### src/rtl/mu0_pkg.sv
// Shared constants and control-word type for the MU0 control unit.
package mu0_pkg;

    localparam logic [1:0] FETCH = 2'b00;
    localparam logic [1:0] EXEC  = 2'b01;
    localparam logic [1:0] HALT  = 2'b10;

    localparam logic [3:0] OP_LDA = 4'h0;
    localparam logic [3:0] OP_STO = 4'h1;
    localparam logic [3:0] OP_ADD = 4'h2;
    localparam logic [3:0] OP_SUB = 4'h3;
    localparam logic [3:0] OP_JMP = 4'h4;
    localparam logic [3:0] OP_JGE = 4'h5;
    localparam logic [3:0] OP_JNE = 4'h6;
    localparam logic [3:0] OP_STP = 4'h7;

    localparam logic [1:0] ALU_Y   = 2'b00;
    localparam logic [1:0] ALU_ADD = 2'b01;
    localparam logic [1:0] ALU_INC = 2'b10;
    localparam logic [1:0] ALU_SUB = 2'b11;

    typedef struct packed {
        logic       x_sel;
        logic       y_sel;
        logic       addr_sel;
        logic       pc_en;
        logic       ir_en;
        logic       acc_en;
        logic [1:0] m;
        logic       rd;
        logic       wr;
    } ctrl_t;

endpackage

### src/rtl/mu0_decode.sv
// Combinational EXEC-phase decode: datapath control word plus exit/halt flags.
import mu0_pkg::*;

module mu0_decode #(
    parameter int unsigned HALT_ON_ILLEGAL = 0
) (
    input  logic [3:0] f,
    input  logic       n,
    input  logic       z,
    input  logic       mem_ack,
    output ctrl_t      ctrl,
    output logic       exec_done,
    output logic       go_halt
);

    always_comb begin
        ctrl      = '0;
        exec_done = 1'b1;
        go_halt   = 1'b0;
        case (f)
            OP_LDA: begin
                ctrl.addr_sel = 1'b1;
                ctrl.rd       = 1'b1;
                ctrl.m        = ALU_Y;
                ctrl.acc_en   = mem_ack;
                exec_done     = mem_ack;
            end
            OP_STO: begin
                ctrl.addr_sel = 1'b1;
                ctrl.wr       = 1'b1;
                exec_done     = mem_ack;
            end
            OP_ADD, OP_SUB: begin
                ctrl.addr_sel = 1'b1;
                ctrl.rd       = 1'b1;
                ctrl.m        = (f == OP_SUB) ? ALU_SUB : ALU_ADD;
                ctrl.acc_en   = mem_ack;
                exec_done     = mem_ack;
            end
            OP_JMP, OP_JGE, OP_JNE: begin
                // Selects are driven for every jump; only the PC enable carries the condition.
                ctrl.y_sel = 1'b1;
                ctrl.m     = ALU_Y;
                ctrl.pc_en = (f == OP_JMP) || (f == OP_JGE && !n) || (f == OP_JNE && !z);
            end
            OP_STP:  go_halt = 1'b1;
            default: go_halt = (HALT_ON_ILLEGAL != 0);
        endcase
    end

endmodule

### src/rtl/mu0_control.sv
// MU0 fetch/execute sequencer with Rd/Wr + Mem_Ack wait states.
// Optional retired-instruction counter enabled by defining MU0_PERF_CNT_EN.
import mu0_pkg::*;

module mu0_control #(
    parameter int unsigned HALT_ON_ILLEGAL = 0
) (
    input  logic        Clk,
    input  logic        Reset,
    input  logic [3:0]  F,
    input  logic        N,
    input  logic        Z,
    input  logic        Mem_Ack,
    output logic        X_sel,
    output logic        Y_sel,
    output logic        Addr_sel,
    output logic        PC_En,
    output logic        IR_En,
    output logic        Acc_En,
    output logic [1:0]  M,
    output logic        Rd,
    output logic        Wr,
    output logic        Halted,
    output logic [15:0] Instr_Count,
    output logic [1:0]  state_dbg
);

    // Handshake: Rd/Wr are the request (valid), Mem_Ack is the completion (ready).
    // A transfer completes in the cycle both are high; until then the request,
    // address select and ALU selects are held and no register enable fires.
    // Mem_Ack has no effect in cycles with neither Rd nor Wr asserted.

    logic [1:0] state, state_nxt;
    ctrl_t      exec_ctrl, ctrl;
    logic       exec_done, go_halt;

    mu0_decode #(.HALT_ON_ILLEGAL(HALT_ON_ILLEGAL)) u_decode (
        .f         (F),
        .n         (N),
        .z         (Z),
        .mem_ack   (Mem_Ack),
        .ctrl      (exec_ctrl),
        .exec_done (exec_done),
        .go_halt   (go_halt)
    );

    always_comb begin
        ctrl      = '0;
        state_nxt = state;
        case (state)
            FETCH: begin
                ctrl.rd    = 1'b1;
                ctrl.x_sel = 1'b1;
                ctrl.m     = ALU_INC;
                ctrl.ir_en = Mem_Ack;
                ctrl.pc_en = Mem_Ack;
                if (Mem_Ack) state_nxt = EXEC;
            end
            EXEC: begin
                ctrl = exec_ctrl;
                if (go_halt)        state_nxt = HALT;
                else if (exec_done) state_nxt = FETCH;
            end
            HALT:    state_nxt = HALT;
            default: state_nxt = FETCH;
        endcase
        // Reset gates outputs combinationally so a pending access is dropped at once.
        if (!Reset) ctrl = '0;
    end

    always_ff @(posedge Clk or negedge Reset) begin
        if (!Reset) state <= FETCH;
        else        state <= state_nxt;
    end

    assign X_sel     = ctrl.x_sel;
    assign Y_sel     = ctrl.y_sel;
    assign Addr_sel  = ctrl.addr_sel;
    assign PC_En     = ctrl.pc_en;
    assign IR_En     = ctrl.ir_en;
    assign Acc_En    = ctrl.acc_en;
    assign M         = ctrl.m;
    assign Rd        = ctrl.rd;
    assign Wr        = ctrl.wr;
    assign Halted    = (state == HALT);
    assign state_dbg = state;

`ifdef MU0_PERF_CNT_EN
    logic [15:0] instr_count;

    always_ff @(posedge Clk or negedge Reset) begin
        if (!Reset)
            instr_count <= 16'h0000;
        else if (state == EXEC && state_nxt != EXEC)
            instr_count <= instr_count + 16'd1;
    end

    assign Instr_Count = instr_count;
`else
    assign Instr_Count = 16'h0000;
`endif

endmodule
### config.mk
export PLATFORM = sky130hd
export DESIGN_NAME = mu0_control
export DESIGN_NICKNAME = d
export VERILOG_FILES = /design/src/rtl/mu0_pkg.sv /design/src/rtl/mu0_decode.sv /design/src/rtl/mu0_control.sv
export SDC_FILE = /design/constraint.sdc
export NUM_CORES = 1
export LEC_CHECK = 0
export ABC_AREA = 1
export BUFFER_PORTS_ARGS = -buffer_cell sky130_fd_sc_hd__buf_2
export CORE_MARGIN = 4
export CORE_UTILIZATION = 28
export CTS_CLUSTER_SIZE = 28
export DETAILED_ROUTE_END_ITERATION = 8
export SETUP_SLACK_MARGIN = 0.5
export SYNTH_ARGS = -nofsm -noshare
export SYNTH_HDL_FRONTEND = slang
export SYNTH_HIERARCHICAL = 1
export SYNTH_SLANG_ARGS = --single-unit
### constraint.sdc
create_clock -name Clk -period 0.8 [get_ports Clk]
set_input_delay 0.04 -clock Clk [delete_from_list [all_inputs] [get_ports Clk]]
set_output_delay 0.04 -clock Clk [all_outputs]
set_load 0.02 [all_outputs]
======== Yosys cells after proc, flatten, opt, wreduce, memory -nomap -nowiden ========
Cells that the tools add are included.
operators by class
  equality and inequality tests ........... 11
  mux-type cells .......................... 21
  reductions and logical operators ........ 13
operators with widths
  cell                                           number
  == test 4 x 3 -> 1 bit, second input constant  4
  two-way mux 2 bit                              6
  two-way mux 1 bit                              11
  two-way mux 10 bit                             1
  == test 4 x 2 -> 1 bit, second input constant  2
  one-hot mux 2 bit (3 select lines)             1
  one-hot mux 3 bit (2 select lines)             1
  OR reduction 3 bit                             2
  == test 4 x 1 -> 1 bit, second input constant  1
  logical NOT 4 bit                              1
  one-hot mux 2 bit (2 select lines)             1
  OR reduction 4 bit                             1
  != test 3 bit, second input constant           1
  == test 2 x 1 -> 1 bit, second input constant  1
  == test 2 bit, second input constant           1
  logical AND 1 bit                              2
  logical NOT 1 bit                              2
  logical NOT 2 bit                              1
  logical OR 1 bit                               2
  != test 2 bit, second input constant           1
  AND reduction 2 bit                            1
  OR reduction 2 bit                             1
storage, ports and cells
  register bits after elaboration ......... 2
  bits of input ports ..................... 9
  word-level logic and storage cells ...... 46

======== Depth between registers and ports, before layout ========
  word-level depth ........................ 7
  mapped depth ............................ 7
  mapped depth without buffers ............ 7

======== Hierarchy ========
Netlist, hierarchy kept.
modules (own cells, without submodules)
  module       instances  cells an instance  area an instance (um2)  sequential area each (um2)
  mu0_control  1          53                 320.3                   50.0
  mu0_decode   1          25                 122.6                   0.0

======== Least setup slack after synthesis ========
No wires, ideal clock.
  path type ............................... register -> output
  start point ............................. reg state[0] (netlist: state_dbg[0])
  end point ............................... out M[1]
  data arrival time ....................... 0.999 ns
  data required time ...................... 0.760 ns
  setup slack ............................. -0.239 ns
  stages on the path, launching flop included .. 5
  path buffers ............................ 1
  cell sequence ........................... dfrtp_1 buf_6 inv_2 nor2_1 nor2_1
on the way
  word-level cells in the longest chain between the ends .. 3
  elaborated cells between the ends (all ways) .. 4
RTL lines
  what                                                                RTL line           text
  from (decl)                                                         mu0_control.sv:33  logic [1:0] state, state_nxt;
  from (signal assigned)                                              mu0_control.sv:73  else state <= state_nxt;
  == test 2 x 1 -> 1 bit / logical NOT 2 bit (equally long branches)  mu0_control.sv:50  case (state)
  one-hot mux 3 bit (2 select lines) *                                mu0_control.sv:50
  two-way mux 10 bit *                                                mu0_control.sv:68  if (!Reset) ctrl = '0;
  to (decl)                                                           mu0_control.sv:20  output logic [1:0] M,
Mark *: on every way between the ends. The rest lies on a longest branch, timed or not.

======== Worst setup path after layout ========
  start point ............................. reg state[1] (netlist: state_dbg[1])
  end point ............................... out Acc_En
on the way
  word-level cells in the longest chain between the ends .. 3
RTL lines
  what                    RTL line           text
  == test 2 x 1 -> 1 bit  mu0_control.sv:50
  two-way mux 1 bit       mu0_control.sv:50
  two-way mux 10 bit      mu0_control.sv:68
  to (decl)               mu0_control.sv:19  output logic Acc_En,
Every way passes these cells.

==> flow_metrics.tcl <==
set metrics [dict create \
    max_freq_mhz 858.0 \
    io_buffers 21 \
    io_pins 38 \
    clk_pin_slew_ns 0.03 \
    synth_cell_type_count 14 \
    ys_ff_latch 2 \
    final_common_cell "buf_6" \
    r2r_slack_ns -0.26 \
    layout_setup_ws_ns -0.3655 \
    cts_tree "done" \
    grt_pass1_wl_um 1621 \
    cpPeakStageDelay_ns 0.44 \
    finClkSkew_ns 0.002302 \
    synth_top_area_share_pct 30.51 \
    drt-initial-drc-count 4 \
    path_cells "inv_4, nand2_8, nor2_4, buf_6" \
    max_cap_violations 0 \
    place_ws_ns -0.1824 \
    rows 14 \
    synth_warnings 6 \
    start_util_pct 29.40 \
    violations "hold timing, setup timing" \
    via_per_inst 3.977 \
    fillCellCount 151 \
    min_path_type "in2async" \
    die_h_um 47.77 \
    vdd_ir_drop_max_mv 0.5628 \
    cp.required_ns 0.76 \
    antenna_cells 0 \
    globalRouteOverflowTotal 0 \
    grt_pass1_vias 445 \
    gp_congestion 0.8027 \
    avgRoutedWirePerCell_um 8.954 \
    core-area_um2 1506 \
    maxSlewViolCount 0 \
    grt_max_degree 9 \
    finalSetupViolCount 15 \
    final_cell_mix "20 x buf_6, 18 x conb_1, 9 x nand2_1, 9 x nor2_4, 9 x buf_4" \
    cellLeakagePower_nw 0.4394 \
    arrival_ns 1.13 \
    ys_seq_area_share_pct 11.30 \
    crit_fanout 8 \
    synth_area_leader_cell "buf_4" \
    dp_hpwl_um 849.2 \
    p_per_area_nw_per_um2 566.2 \
    multi_input_area_um2 382.9 \
    largest_register_ffs 2 \
    status "finished, violations left" \
    synthCells 78 \
    post-route-period-util_pct 145.7 \
    h-tree-depth 1 \
    via_count 521 \
    clock_path_buffers 2 \
    path_class "reg2out" \
    nets 126 \
    drive_gt1_share_pct 59.13 \
    antenna_found_initial 0 \
    grt_setup_unrepaired "true" \
    finalHoldViolCount 2 \
    postRouteAntennaNets 0 \
    synth_area_per_cell_um2 5.679 \
    area_growth_pct 92.66 \
    seqCellArea_um2 52.55 \
    period_needed_ns 1.166 \
    worst_path_max_delay_cell "dfrtp_2" \
    drt_wl_total_um 1173 \
    yosys-top-cells-area "buf_4 31%, nor2_1 16%, dfrtp_1 11%, nand2_1 11%, inv_1 6.8%" \
    grt_use_total_pct 9.992 \
    netlist_area_um2 442.9 \
    die_area_um2 2282 \
    hold_slack_ns -0.3455 \
    startpoint_type "flip-flop" \
    die_w_um 47.77 \
    drcViolationCount 0 \
    cts_sinks 2 \
    cts_buffers 3 \
    cts_root_buf "clkbuf_4" \
    clock_latency_ns 0.22 \
    first_pass_iters 2 \
    end_kind "primary output" \
]
## metrics by stage
| step | power, mW | TNS [ns] | cell area (µm²) | util [%] | cells |
|---|---|---|---|---|---|
| final | 0.4831 | -4.574 | 853.3 | 56.64 | 131 |
| after global routing | 0.5142 | -5.227 | 853.3 | 56.64 | 131 |
| after CTS | 0.4920 | -4.108 | 778.2 | 51.66 | 125 |
| after detailed placement | 0.2576 | -1.466 | 608.1 | 40.37 | 118 |
| after global placement | 0.2565 | -1.453 | 608.1 | 40.37 | 118 |
| after floorplan | 0.2714 | -0.9239 | 584.3 | - | 94 |
## final cells by class
cell class | count | area share (%)
repair buffers | 37 | 39.00
flip-flops and latches | 2 | 6.158
multi-input cells | 63 | 44.87
well taps | 16 | 2.346
inverters | 10 | 4.985
clock buffers | 3 | 2.639
## logic make-up after synthesis
group / after synthesis / share of synthesized area, %
AND/OR/NAND/NOR: 44 / 44.35
buffers and inverters: 29 / 41.53
flip-flops: 2 / 11.30
other: 2 / 1.696
AO/OA/AOI/OAI: 1 / 1.129
## worst max-delay path, delay by kind of cell, from the launching register on
family / cells / cell delay, ns
and+or+nand+nor: 2 / 0.24
DFF: 1 / 0.44
buffers and inverters: 2 / 0.23
## power breakdown
| group | switching (mW) | internal, mW |
|---|---|---|
| registers | 0 | 0.102 |
| logic | 0.121 | 0.0397 |
| clock network | 0.0551 | 0.165 |
| total | 0.176 | 0.307 |
## path summary, 6_finish.rpt
kind | startpoint | end | depth (start not counted)
worst min register to register | state_dbg[1] | state_dbg[1] | 3
min in group Clk | Mem_Ack | state_dbg[0] | 3
worst max-delay path | state_dbg[1] | Acc_En | 4
max in group asynchronous | Reset | state_dbg[1] | 1
worst max register to register | state_dbg[0] | state_dbg[0] | 5
worst min-delay path | Reset | state_dbg[0] | 1
## Yosys cell counts (all sizes together)
library cell,instances
dfrtp,2
a21oi,1
conb,2
nand2,16
inv,10
buf,19
nor3,3
nor2,19
nand4,2
nand3,4
## per-layer routing
metal	track usage (%)	vias to the layer above	share of wire, %
met1	10.67	222	37
met3	1.128	0	9.5
met5	0	-	0
met2	19.00	23	53
li1	-	276	-
met4	4.839	0	0
## what timing repair did
item	4_1_cts	5_1_grt
buffers inserted	4	6
setup endpoints to repair	15	15
endpoints found under the hold margin	2	2
gates resized for setup	39	7
pin swaps	4	7
Note: power is estimated with default switching activity, not from simulation.
